### src/rtl/mem_arb_pkg.sv
// Shared types and defaults for the fetch/data memory arbiter.
package mem_arb_pkg;

    localparam int N_DEF = 32;
    localparam int M_DEF = 10;

    typedef enum logic [1:0] {
        SIZE_B = 2'd0,
        SIZE_H = 2'd1,
        SIZE_W = 2'd2
    } size_t;

    typedef enum logic {
        IDLE = 1'b0,
        RESP = 1'b1
    } state_t;

endpackage

### src/rtl/mem_lane_align.sv
// Combinational byte-lane steering for stores and extraction/extension for loads.
module mem_lane_align
    import mem_arb_pkg::*;
#(
    parameter int N = N_DEF
) (
    input  logic [1:0]   size_i,
    input  logic [1:0]   off_i,
    input  logic [N-1:0] wdata_i,
    input  logic         unsigned_i,
    input  logic [N-1:0] word_i,
    output logic [N-1:0] mask_o,
    output logic [N-1:0] wdata_o,
    output logic [N-1:0] rdata_o,
    output logic         misaligned_o
);

    logic [4:0]   shamt;
    logic [N-1:0] shifted;

    assign shamt   = {off_i, 3'b000};
    assign shifted = word_i >> shamt;

    // Size 3 falls into the default arm and behaves as a word access.
    always_comb begin
        mask_o       = '1;
        wdata_o      = wdata_i;
        rdata_o      = shifted;
        misaligned_o = 1'b0;
        case (size_i)
            SIZE_B: begin
                mask_o       = {{(N-8){1'b0}}, 8'hFF} << shamt;
                wdata_o      = {{(N-8){1'b0}}, wdata_i[7:0]} << shamt;
                rdata_o      = unsigned_i ? {{(N-8){1'b0}}, shifted[7:0]}
                                          : {{(N-8){shifted[7]}}, shifted[7:0]};
                misaligned_o = 1'b0;
            end
            SIZE_H: begin
                mask_o       = {{(N-16){1'b0}}, 16'hFFFF} << shamt;
                wdata_o      = {{(N-16){1'b0}}, wdata_i[15:0]} << shamt;
                rdata_o      = unsigned_i ? {{(N-16){1'b0}}, shifted[15:0]}
                                          : {{(N-16){shifted[15]}}, shifted[15:0]};
                misaligned_o = off_i[0];
            end
            default: begin
                mask_o       = '1;
                wdata_o      = wdata_i;
                rdata_o      = shifted;
                misaligned_o = (off_i != 2'b00);
            end
        endcase
    end

endmodule

### src/rtl/mem_arbiter.sv
// Shares one single-port memory between the fetch and load/store ports.
// Define MEM_ARB_RR_EN for round-robin arbitration; otherwise data beats fetch.
module mem_arbiter
    import mem_arb_pkg::*;
#(
    parameter int N = N_DEF,
    parameter int M = M_DEF
) (
    input  logic         clk,
    input  logic         rst,
    input  logic         i_req,
    input  logic [M+1:0] i_addr,
    output logic         i_gnt,
    output logic         i_valid,
    output logic [N-1:0] i_rdata,
    input  logic         d_req,
    input  logic         d_we,
    input  logic [1:0]   d_size,
    input  logic         d_unsigned,
    input  logic [M+1:0] d_addr,
    input  logic [N-1:0] d_wdata,
    output logic         d_gnt,
    output logic         d_valid,
    output logic         d_err,
    output logic [N-1:0] d_rdata,
    output logic [M+1:0] mem_address,
    output logic [N-1:0] mem_mask,
    output logic [N-1:0] mem_w,
    input  logic [N-1:0] mem_v
);

    localparam logic [M+1:0] WORD_MASK = ~(M+2)'(3);

    state_t       state_q, state_d;
    logic         served_d_q, served_d_d;
    logic         err_q, err_d;
    logic [N-1:0] i_rdata_q, i_rdata_d;
    logic [N-1:0] d_rdata_q, d_rdata_d;

    logic         grant;
    logic         pick_d;
    logic [N-1:0] lane_mask;
    logic [N-1:0] lane_wdata;
    logic [N-1:0] lane_rdata;
    logic         lane_mis;

    mem_lane_align #(.N(N)) u_align (
        .size_i       (d_size),
        .off_i        (d_addr[1:0]),
        .wdata_i      (d_wdata),
        .unsigned_i   (d_unsigned),
        .word_i       (mem_v),
        .mask_o       (lane_mask),
        .wdata_o      (lane_wdata),
        .rdata_o      (lane_rdata),
        .misaligned_o (lane_mis)
    );

    // Gating with rst keeps grants and write masks off while reset is held.
    assign grant = (state_q == IDLE) && (i_req || d_req) && !rst;

`ifdef MEM_ARB_RR_EN
    logic prefer_i_q, prefer_i_d;

    assign pick_d     = d_req && !(i_req && prefer_i_q);
    assign prefer_i_d = grant ? pick_d : prefer_i_q;

    always_ff @(posedge clk or posedge rst) begin
        if (rst) begin
            prefer_i_q <= 1'b1;
        end else begin
            prefer_i_q <= prefer_i_d;
        end
    end
`else
    assign pick_d = d_req;
`endif

    always_comb begin
        i_gnt       = 1'b0;
        d_gnt       = 1'b0;
        mem_address = '0;
        mem_mask    = '0;
        mem_w       = '0;
        if (grant) begin
            if (pick_d) begin
                d_gnt       = 1'b1;
                mem_address = d_addr & WORD_MASK;
                mem_w       = lane_wdata;
                if (d_we && !lane_mis) begin
                    mem_mask = lane_mask;
                end
            end else begin
                i_gnt       = 1'b1;
                mem_address = i_addr & WORD_MASK;
            end
        end
    end

    always_comb begin
        state_d    = state_q;
        served_d_d = served_d_q;
        err_d      = err_q;
        i_rdata_d  = i_rdata_q;
        d_rdata_d  = d_rdata_q;
        case (state_q)
            IDLE: begin
                if (grant) begin
                    state_d    = RESP;
                    served_d_d = pick_d;
                    if (pick_d) begin
                        err_d     = lane_mis;
                        d_rdata_d = (d_we || lane_mis) ? '0 : lane_rdata;
                    end else begin
                        err_d     = 1'b0;
                        i_rdata_d = mem_v;
                    end
                end
            end
            RESP:    state_d = IDLE;
            default: state_d = IDLE;
        endcase
    end

    always_ff @(posedge clk or posedge rst) begin
        if (rst) begin
            state_q    <= IDLE;
            served_d_q <= 1'b0;
            err_q      <= 1'b0;
            i_rdata_q  <= '0;
            d_rdata_q  <= '0;
        end else begin
            state_q    <= state_d;
            served_d_q <= served_d_d;
            err_q      <= err_d;
            i_rdata_q  <= i_rdata_d;
            d_rdata_q  <= d_rdata_d;
        end
    end

    // Valids decode straight from state so an async reset drops them at once.
    assign i_valid = (state_q == RESP) && !served_d_q;
    assign d_valid = (state_q == RESP) && served_d_q;
    assign d_err   = d_valid && err_q;
    assign i_rdata = i_rdata_q;
    assign d_rdata = d_rdata_q;

endmodule

### config.mk
export PLATFORM = sky130hd
export DESIGN_NAME = mem_arbiter
export DESIGN_NICKNAME = d
export VERILOG_FILES = /design/src/rtl/mem_arb_pkg.sv /design/src/rtl/mem_lane_align.sv /design/src/rtl/mem_arbiter.sv
export SDC_FILE = /design/constraint.sdc
export NUM_CORES = 1
export LEC_CHECK = 0
export BUFFER_PORTS_ARGS = -buffer_cell sky130_fd_sc_hd__buf_2
export CORE_MARGIN = 2
export CORE_UTILIZATION = 37
export DETAILED_ROUTE_END_ITERATION = 10
export GPL_ROUTABILITY_DRIVEN = 0
export PLACE_DENSITY = 0.67
export SETUP_SLACK_MARGIN = 0.15
export SYNTH_ARGS = -nofsm -noshare
export SYNTH_HDL_FRONTEND = slang
export SYNTH_HIERARCHICAL = 1
export SYNTH_SLANG_ARGS = --single-unit
### constraint.sdc
create_clock -name clk -period 4.7 [get_ports clk]
set_input_delay 0.235 -clock clk [delete_from_list [all_inputs] [get_ports clk]]
set_output_delay 0.235 -clock clk [all_outputs]
set_load 0.01 [all_outputs]
==> results.sh <==
export IMPL_cp_arrival_ns=2.77
export IMPL_synthToLayoutAreaGrowth_pct=24.5
export IMPL_final_core_util=0.469
export IMPL_r2r_start="state_q"
export IMPL_ys_top_cells_by_area="dfrtp_1 (34%), and2_1 (9.2%), mux2_2 (8.6%)"
export IMPL_final_cell_mix="buf_2 (236), nand2_1 (103), and2_1 (73), dfrtp_1 (67), mux2_2 (38)"
export IMPL_cts_hold_buf=0
export IMPL_holdWs_ns=0.152
export IMPL_nNetsFinal=827
export IMPL_rsz0062_at_grt="no"
export IMPL_min_path_type="input port to register"
export IMPL_gr_total_overflow=0
export IMPL_setup_tns_ns=0
export IMPL_hold_path_depth=2
export IMPL_port_buffers=236
export IMPL_fp_row_count=42
export IMPL_startpoint="state_q"
export IMPL_cts_sinks=67
export IMPL_status="finished clean"
export IMPL_n_fill_cell=1315
export IMPL_critical_path_depth=5
export IMPL_place_ws_ns=1.88
export IMPL_syn_avg_cell_area_um2=8.89
export IMPL_yosys_warnings=6
export IMPL_drt_wl_total_um=15300
export IMPL_final_antenna_net_count=0
export IMPL_core_area_um2=13100
export IMPL_diodes=0
export IMPL_yosysTopAreaCell="dfrtp_1"
export IMPL_final_hold_viol_count=0
export IMPL_insertion_delay_ns=0.33
export IMPL_cp_num_buf_inv=3
export IMPL_drtPass1Iterations=5
export IMPL_maxSlewViolCount=0
export IMPL_crit_type="register to primary output"
export IMPL_die_h_um=120
export IMPL_synth_flop_cell="dfrtp_1"
export IMPL_synth_cell_types=47
export IMPL_cts_buffers=9
export IMPL_clkTransAtPathRegs_ns=0.06
export IMPL_drc=0
export IMPL_ys_ff_latch=67
export IMPL_rr_worst_depth=5
export IMPL_dpl_hpwl_um=11300
export IMPL_vias=4665
export IMPL_rr_endpoint="d_rdata[2]"
export IMPL_dieArea_um2=14300
export IMPL_ys_seq_area_frac=0.339
export IMPL_maxCapViolCount=0
export IMPL_drtIter0Drc=334
export IMPL_crit_required_ns=4.47
export IMPL_final_setup_viol_count=0
export IMPL_critical_path_max_fanout=77
export IMPL_netlist_area_um2=4950
export IMPL_p_per_area_nw_per_um2=310
export IMPL_synth_cells=557
export IMPL_critPathCaptureType="primary output"
export IMPL_peakVddDrop_mv=0.303
export IMPL_antenna_found_initial=0
export IMPL_synth_edf_count=0
export IMPL_grt_pass1_wl_um=23600
export IMPL_slew_headroom=0.197
export IMPL_drive_above_1_share=0.439
export IMPL_synthDominantCellAreaShare=0.339
export IMPL_clockBufferDepth=2
export IMPL_post_cts_buffers=0
export IMPL_startpoint_type="register"
export IMPL_cts_tree="yes"
export IMPL_path_cells="or3b_1 > buf_4 > inv_2 > and2_1 > buf_2"
export IMPL_h_tree_depth=3
export IMPL_track_usage=0.211
export IMPL_grt_max_degree=78
export IMPL_initial_core_util=0.377
export IMPL_fin_crit_sh=0.640
export IMPL_cp_endpoint="mem_w[4]"
export IMPL_finalNonFillerCells=912
export IMPL_ioPinCount=241
export IMPL_max_freq_mhz=332
export IMPL_fin_ws_ns=1.69
export IMPL_grt_pass1_vias=4360
export IMPL_critPathMaxStageDelay_ns=0.89
export IMPL_tightest_slew_ns=1.20
export IMPL_dp_cells=896
export IMPL_die_w_um=120
export IMPL_cts_root_buf="clkbuf_16"
export IMPL_reg2reg_slack_ns=2.29
export IMPL_slowest_stage="inv_2"
export IMPL_leakage_uw=0.00340
export IMPL_vias_per_cell=5.12
export IMPL_finalCriticalPeriod_ns=3.01
export IMPL_async_flop_share=1.00
export IMPL_crit_family="buffers and inverters"
export IMPL_ctsResizeCount=0
export IMPL_final_common_cell="buf_2"
export IMPL_fin_skew_ns=0.00610
export IMPL_wl_per_cell_um=16.8
==> cell families after synthesis <==
family                    share of synthesized area
other                                      0.000757
buffers and inverters                         0.111
and+or+nand+nor                               0.283
DFF                                           0.339
muxes                                         0.132
AOI/OAI and AO/OA                             0.132
xor gates and xnor gates                    0.00177
==> final cells by class <==
class / count / area [µm²] / share of cell area
Clock inverter: 5 / 77.6 / 0.0126
Multi-Input combinational cell: 409 / 2730 / 0.443
Clock buffer: 11 / 233 / 0.0378
Inverter: 4 / 15.0 / 0.00244
Tap cell: 176 / 220 / 0.0357
Timing Repair Buffer: 240 / 1210 / 0.196
Sequential cell: 67 / 1680 / 0.272
==> registers in the layout, summed over array words and instances (netlist names) <==
register / flops
err_q: 1
d_rdata: 32
i_rdata: 32
state_q: 1
served_d_q: 1
==> through the flow <==
stage,power (µW),area (µm²)
floorplan,1040,4960
global placement,1220,5850
detailed placement,1230,5850
CTS,1940,6160
global route,2010,6160
finish,1910,6160
==> cell usage after synthesis, types with 2 or more instances <==
master,instances
clkbuf_1,17
nor2_1,8
buf_6,12
nand4_1,6
nand2b_1,2
o21bai_1,2
buf_2,10
nand2_1,103
mux2_4,9
dfrtp_1,67
mux2_1,2
a21oi_1,9
clkbuf_2,4
a221oi_1,8
o21ai_1,6
nor2b_1,7
mux2i_1,7
nand4_2,3
inv_1,2
a22o_1,11
a22oi_1,31
nand3_2,7
o21ai_0,27
mux2_2,38
nand3_1,33
buf_4,33
and2_1,73
==> routing by layer <==
layer,vias to the layer above,global-route usage,share of wire
met5,-,0,0
met4,0,0.0801,0.023
met3,23,0.0528,0.086
met2,220,0.360,0.48
met1,2184,0.257,0.41
li1,2238,-,-
==> where the power goes <==
part,switching [µW],leakage (µW),internal [µW]
clock network,234,0.000150,462
logic,281,0.00240,225
registers,44.6,0.000855,666
total,559,0.00340,1350
==> worst min-delay path by stage <==
| stage | start | end | slack (ns) |
|---|---|---|---|
| after detailed placement | d_rdata[3] | d_rdata[3] | 0.45 |
| after floorplan | mem_v[21] | i_rdata[21] | 0.37 |
| after CTS | mem_v[9] | i_rdata[9] | 0.14 |
| after global placement | d_rdata[4] | d_rdata[4] | 0.45 |
| after global routing | mem_v[9] | i_rdata[9] | 0.15 |
| final | mem_v[14] | i_rdata[14] | 0.15 |
No activity file was read; power rests on OpenSTA's default activity.
